<file path="src/rtl/vga_fb_arbiter.sv">
// Framebuffer write-port arbiter. CPU bus writes and a rectangle-fill engine
// share one RAM write port. When both request in the same cycle, they take
// turns under a round-robin pointer. Fill writes that land outside the
// visible framebuffer still use their slot, but they do not assert the write
// enable.
module vga_fb_arbiter #(
  parameter int AW       = 15,
  parameter int DW       = 16,
  parameter int STRIDE   = 80,
  parameter int FB_WORDS = 9600
) (
  input  logic          clk,
  input  logic          rst_n,
  input  logic          cpu_req,
  input  logic [AW-1:0] cpu_addr,
  input  logic [DW-1:0] cpu_data,
  output logic          cpu_gnt,
  input  logic          fill_start,
  input  logic [AW-1:0] fill_base,
  input  logic [6:0]    fill_w,
  input  logic [6:0]    fill_h,
  input  logic [7:0]    fill_color,
  output logic          fill_busy,
  output logic          fill_done,
  output logic [AW-1:0] ram_addr,
  output logic          ram_we,
  output logic [DW-1:0] ram_data
);

  localparam logic [1:0] S_IDLE = 2'd0;
  localparam logic [1:0] S_RUN  = 2'd1;
  localparam logic [1:0] S_DONE = 2'd2;

  localparam logic [AW-1:0] STRIDE_W = AW'(STRIDE);
  localparam logic [AW-1:0] FB_LIM   = AW'(FB_WORDS);

  logic [1:0]    state;
  logic [AW-1:0] cur, row_base;
  logic [6:0]    col, row, lw, lh;
  logic [7:0]    lcolor;
  logic          prio_fill;   // 1: fill wins the next contended cycle
  logic          fill_req, fill_gnt, contended, fill_clip;
  logic [DW-1:0] fill_word;

  assign fill_req  = (state == S_RUN);
  assign contended = cpu_req & fill_req;
  assign cpu_gnt   = cpu_req  & (~fill_req | ~prio_fill);
  assign fill_gnt  = fill_req & (~cpu_req  |  prio_fill);
  assign fill_clip = (cur >= FB_LIM);
  assign fill_word = DW'({lcolor, lcolor});
  assign fill_busy = (state != S_IDLE);
  assign fill_done = (state == S_DONE);

  // Round-robin pointer: it flips only when both sides compete, so contended
  // cycles strictly alternate between CPU and fill.
  always_ff @(posedge clk or negedge rst_n) begin
    if (!rst_n)         prio_fill <= 1'b0;
    else if (contended) prio_fill <= ~prio_fill;
  end

  // Registered write port. Address and data hold their values when no write is issued.
  always_ff @(posedge clk or negedge rst_n) begin
    if (!rst_n) begin
      ram_we   <= 1'b0;
      ram_addr <= '0;
      ram_data <= '0;
    end else if (cpu_gnt) begin
      ram_we   <= 1'b1;
      ram_addr <= cpu_addr;
      ram_data <= cpu_data;
    end else if (fill_gnt && !fill_clip) begin
      ram_we   <= 1'b1;
      ram_addr <= cur;
      ram_data <= fill_word;
    end else begin
      ram_we   <= 1'b0;
    end
  end

  // Fill engine: walks the rectangle row by row and advances one word per granted slot.
  always_ff @(posedge clk or negedge rst_n) begin
    if (!rst_n) begin
      state    <= S_IDLE;
      cur      <= '0;
      row_base <= '0;
      col      <= '0;
      row      <= '0;
      lw       <= '0;
      lh       <= '0;
      lcolor   <= '0;
    end else begin
      case (state)
        S_IDLE: if (fill_start) begin
          lw       <= fill_w;
          lh       <= fill_h;
          lcolor   <= fill_color;
          cur      <= fill_base;
          row_base <= fill_base;
          col      <= '0;
          row      <= '0;
          state    <= (fill_w == 7'd0 || fill_h == 7'd0) ? S_DONE : S_RUN;
        end
        S_RUN: if (fill_gnt) begin
          if (col != lw - 7'd1) begin
            col <= col + 7'd1;
            cur <= cur + 1'b1;
          end else if (row != lh - 7'd1) begin
            col      <= '0;
            row      <= row + 7'd1;
            row_base <= row_base + STRIDE_W;
            cur      <= row_base + STRIDE_W;
          end else begin
            state <= S_DONE;
          end
        end
        S_DONE:  state <= S_IDLE;
        default: state <= S_IDLE;
      endcase
    end
  end

endmodule

</file>
<file path="config.mk">
export PLATFORM = sky130hd
export DESIGN_NAME = vga_fb_arbiter
export DESIGN_NICKNAME = d
export VERILOG_FILES = /design/src/rtl/vga_fb_arbiter.sv
export SDC_FILE = /design/constraint.sdc
export NUM_CORES = 1
export LEC_CHECK = 0
export CORE_ASPECT_RATIO = 0.7
export CORE_MARGIN = 8
export CORE_UTILIZATION = 58
export DETAILED_ROUTE_END_ITERATION = 16
export DONT_BUFFER_PORTS = 1
export PLACE_DENSITY = 0.76
export SYNTH_ARGS = -nofsm -noshare
export SYNTH_HDL_FRONTEND = slang
export SYNTH_SLANG_ARGS = --single-unit
</file>
<file path="constraint.sdc">
create_clock -name clk -period 2.58 [get_ports clk]
set_input_delay 0.516 -clock clk [delete_from_list [all_inputs] [get_ports clk]]
set_output_delay 0.516 -clock clk [all_outputs]
set_load 0.05 [all_outputs]
</file>
==> summary.md <==
| Metric | Value |
|---|---|
| Status | `finished, violations left` |
| Failing checks | `hold timing, setup timing` |
| Clock Power Share | `0.126` |
| Cell area after synthesis | `5660 sq um` |
| Final core utilization | `0.701` |
| Finish-stage setup viols | `37` |
| Total GRT Usage | `0.233` |
| Overflow after GRT | `0` |
| Synth Area in Adders | `0.0155` |
| NumNets Final | `~720` |
| TritonCTS clock tree | `done` |
| Sw Share | `0.489` |
| Simple-Gate Fraction of Synth Area | `0.165` |
| Post-synthesis register bit count | `about 100` |
| Ports | `107` |
| P_leak | `2.82 nW` |
| CP max stage delay | `0.47 ns` |
| Non-Filler Cell Area, Final | `just under 7000 sq um` |
| Final hold vios | `101` |
| CP delay by family, top | `compound AO/OA/AOI/OAI gates` |
| WP buf/inv | `3` |
| Die area | `13200 sq um` |
| DRC violations left | `0` |
| Worst EP arrival | `3.01 ns` |
| Post-synth top area cell | `dfrtp_1` |
| Starting Density | `0.589` |
| Crit-path cells | `inv_4, ha_4, or4b_4, a211oi_4, nor4_4, a2111o_1, buf_6, o31ai_4, buf_6, a31oi_1, o22a_1` |
| CP Capture Type | `flop` |
| Routed length per instance | `approximately 21 um` |
| Mapped Cells | `between 600 and 700` |
| Mux cell area share after synthesis | `0.0649` |
| Xor-xnor portion of the synthesized cell area | `0.0495` |
| Worst Skew | `0.00856 ns` |
| Worst-Margin Slew | `0.608 ns` |
| Worst Setup Start Kind | `flop` |
| Post-route clock period utilization | `1.08` |
| CTS Root Cell | `clkbuf_16` |
| Sequential cell area fraction in the yosys report | `0.446` |
| CTS sink cnt | `101` |
| Inserted Clock Buffers | `9` |
| RSZ-0062 raised after global routing | `true` |
| Synthesized Nets | `about 690` |
| Top area cells in the synthesized netlist | `dfrtp_1 (45%), o21ai_0 (5.3%), nand2_1 (5.2%)` |
| Total Routed Length | `15900 um` |
| Peak VDD IR | `0.722 mV` |
| Drt first-iter violations | `501` |
| Hold Slack | `-0.135 ns` |
| Most common cell on crit path | `buf_6` |
| Req. time, crit path | `between 2 and 3 ns` |
| Netlist cell types | `67` |
| Avg Cell Area, Syn | `9.29 sq um` |
| Die H | `98.7 um` |
| Area growth syn-to-layout | `19.0%` |
| IO buf count | `0` |
| Core area | `9610 sq um` |
| Final WS setup | `-0.205 ns` |
| Max Cap Violations | `0` |
| Switch Pwr | `0.00520 W` |
| H-tree depth | `3` |
| Top-count cell post-synth | `dfrtp_1` |
| Ys async rst share | `1.00` |
| PwrDens | `1580 nW/um^2` |
| Horiz. Die Dim | `134 um` |
| Antenna Nets Post-Route | `0` |
| Slew Limit Fails | `0` |
| Clock Path Buffers | `2` |
| Fmax | `359 MHz` |
| Clock latency on the worst-skew pair | `0.35 ns` |
| Fin crit period | `roughly 2.8 ns` |
| Placed cell area | `6060 sq um` |
| Comb pwr share | `0.496` |
| Vias in the first global route | `between 4000 and 5000` |
| Critical path class | `reg2reg` |
| Slowest cell on the critical path | `or4b_4` |
| Largest net degree at the start of global routing | `102` |
| Vias | `between 4000 and 5000` |
| Synth top cells by count | `dfrtp_1 (101), nand2_1 (78), o21ai_0 (60), a21oi_1 (39), clkbuf_1 (32)` |
| Main combinational cell family by area after synthesis | `compound AO/OA/AOI/OAI gates` |
| Worst slew margin | `0.590` |
| Internal Power | `0.00543 W` |
| Via density | `6.36` |
| Seq pwr share | `0.379` |
| Compound-gate portion of the synthesized area | `0.221` |
| Clock slew at reported path FFs | `0.07 ns` |
| DP HPWL | `11100 um` |
| Worst min-delay path class | `in2async` |
| Commonest register cell after synthesis | `dfrtp_1` |
| Antenna diode count | `0` |
| Site row count | `30` |
| Crit path max fanout | `5` |
| First-pass GRT wire length | `25000 um` |
| Synth Warn # | `0` |
| Drt pass-1 iters | `5` |
| Top cell type's share of synthesized area | `0.446` |
| Gpl congestion | `0.930` |
| EDFF count, synth | `0` |
| Initial antenna violation count | `0` |
| Share of cells above drive strength 1 | `0.222` |
-- area by class of cell --
class	instances	area, sq um
multi-input cells	454	3160
fillers	698	2870
flip-flops and latches	101	2530
repair buffers	56	536
clock buffers	10	239
well taps	128	160
inverters	16	62.6
clock inverters	6	53.8
-- sequential cells by signal, indices dropped and copies added, names as in the netlist --
signal     flops
ram_addr      15
lcolor         8
cur           15
row_base      15
col            7
lh             7
prio_fill      1
ram_data      16
row            7
lw             7
state          2
ram_we         1
-- power groups by stage --
stage | Sequential, W | Clock (W) | Combinational (W)
after global routing | 0.00415 | 0.00141 | 0.00577
after CTS | 0.00398 | 0.00136 | 0.00469
after global placement | 0.00397 | 0 | 0.00446
final | 0.00403 | 0.00134 | 0.00527
after detailed placement | 0.00400 | 0 | 0.00464
after floorplan | 0.00371 | 0 | 0.00356
-- cell families (layout without fill, tap and decap cells) --
family,Yosys count,in the layout
AOI/OAI and AO/OA,189,189
and+or+nand+nor,192,192
muxes,34,34
xor gates and xnor gates,32,32
buffers and inverters,55,88
adders and majority gates,7,7
DFF,101,101
-- worst paths after layout --
check / slack [ns] / start / to / depth (start not counted)
max: -0.20 / lw[0]$_DFFE_PN0P_ / cur[7]$_DFFE_PN0P_ / 11
min: -0.14 / rst_n / col[4]$_DFFE_PN0P_ / 0
max reg2reg: -0.20 / lw[0]$_DFFE_PN0P_ / cur[7]$_DFFE_PN0P_ / 11
min reg2reg: 0.50 / lcolor[2]$_DFFE_PN0P_ / lcolor[2]$_DFFE_PN0P_ / 1
max in group asynchronous: 2.54 / rst_n / cur[9]$_DFFE_PN0P_ / 0
min in group clk: 0.29 / fill_h[1] / lh[1]$_DFFE_PN0P_ / 2
-- metrics by stage --
| stage | setup TNS (ns) | setup WS, ns | hold slack [ns] | power (W) | instances |
|---|---|---|---|---|---|
| after floorplan | -0.191 | -0.0767 | 0.220 | 0.00727 | 610 |
| after global placement | 0 | 0.0272 | 0.227 | 0.00842 | 738 |
| after detailed placement | -0.982 | -0.0853 | 0.227 | 0.00864 | 738 |
| after CTS | -0.240 | -0.0509 | -0.148 | 0.0100 | 759 |
| after global routing | -5.63 | -0.251 | -0.150 | 0.0113 | 771 |
| final | -2.82 | -0.205 | -0.135 | 0.0106 | 771 |
-- cell usage in the layout (no fill, tap or decap), types with 6 or more instances in the layout --
cell       synthesis  routed
o21ai_0           60      49
and3_1            10      10
nand2b_1           7       7
a31oi_1           11      11
o31ai_1            7       6
inv_1             16      14
nand2_1           78      75
nor2_1            27      21
xor2_1            13      13
a21oi_1           39      33
xnor2_1           19      18
nand3_1           17      17
mux2_2            22      21
o211ai_1          14      14
buf_4              0      42
dfrtp_1          101     101
o21ai_1            1       7
nor2b_1           13      11
nand4_1            6       6
nor3_1             9       6
buf_6              0       8
mux2i_1           12      12
clkbuf_16          0      11
-- what timing repair did --
action,in CTS,in global routing
setup buffers,5,10
setup endpoints to repair,33,42
gates resized for setup,4,60
hold endpoints to repair,101,101
gates cloned,0,2
pin swaps,5,16
-- metal layers --
layer | global-route usage | part of all wire
met4 | 0.0507 | 0.015
met3 | 0.0742 | 0.093
met1 | 0.316 | 0.44
met2 | 0.352 | 0.45
met5 | 0.0356 | 0.0036
(Power assumes the default switching activity.)
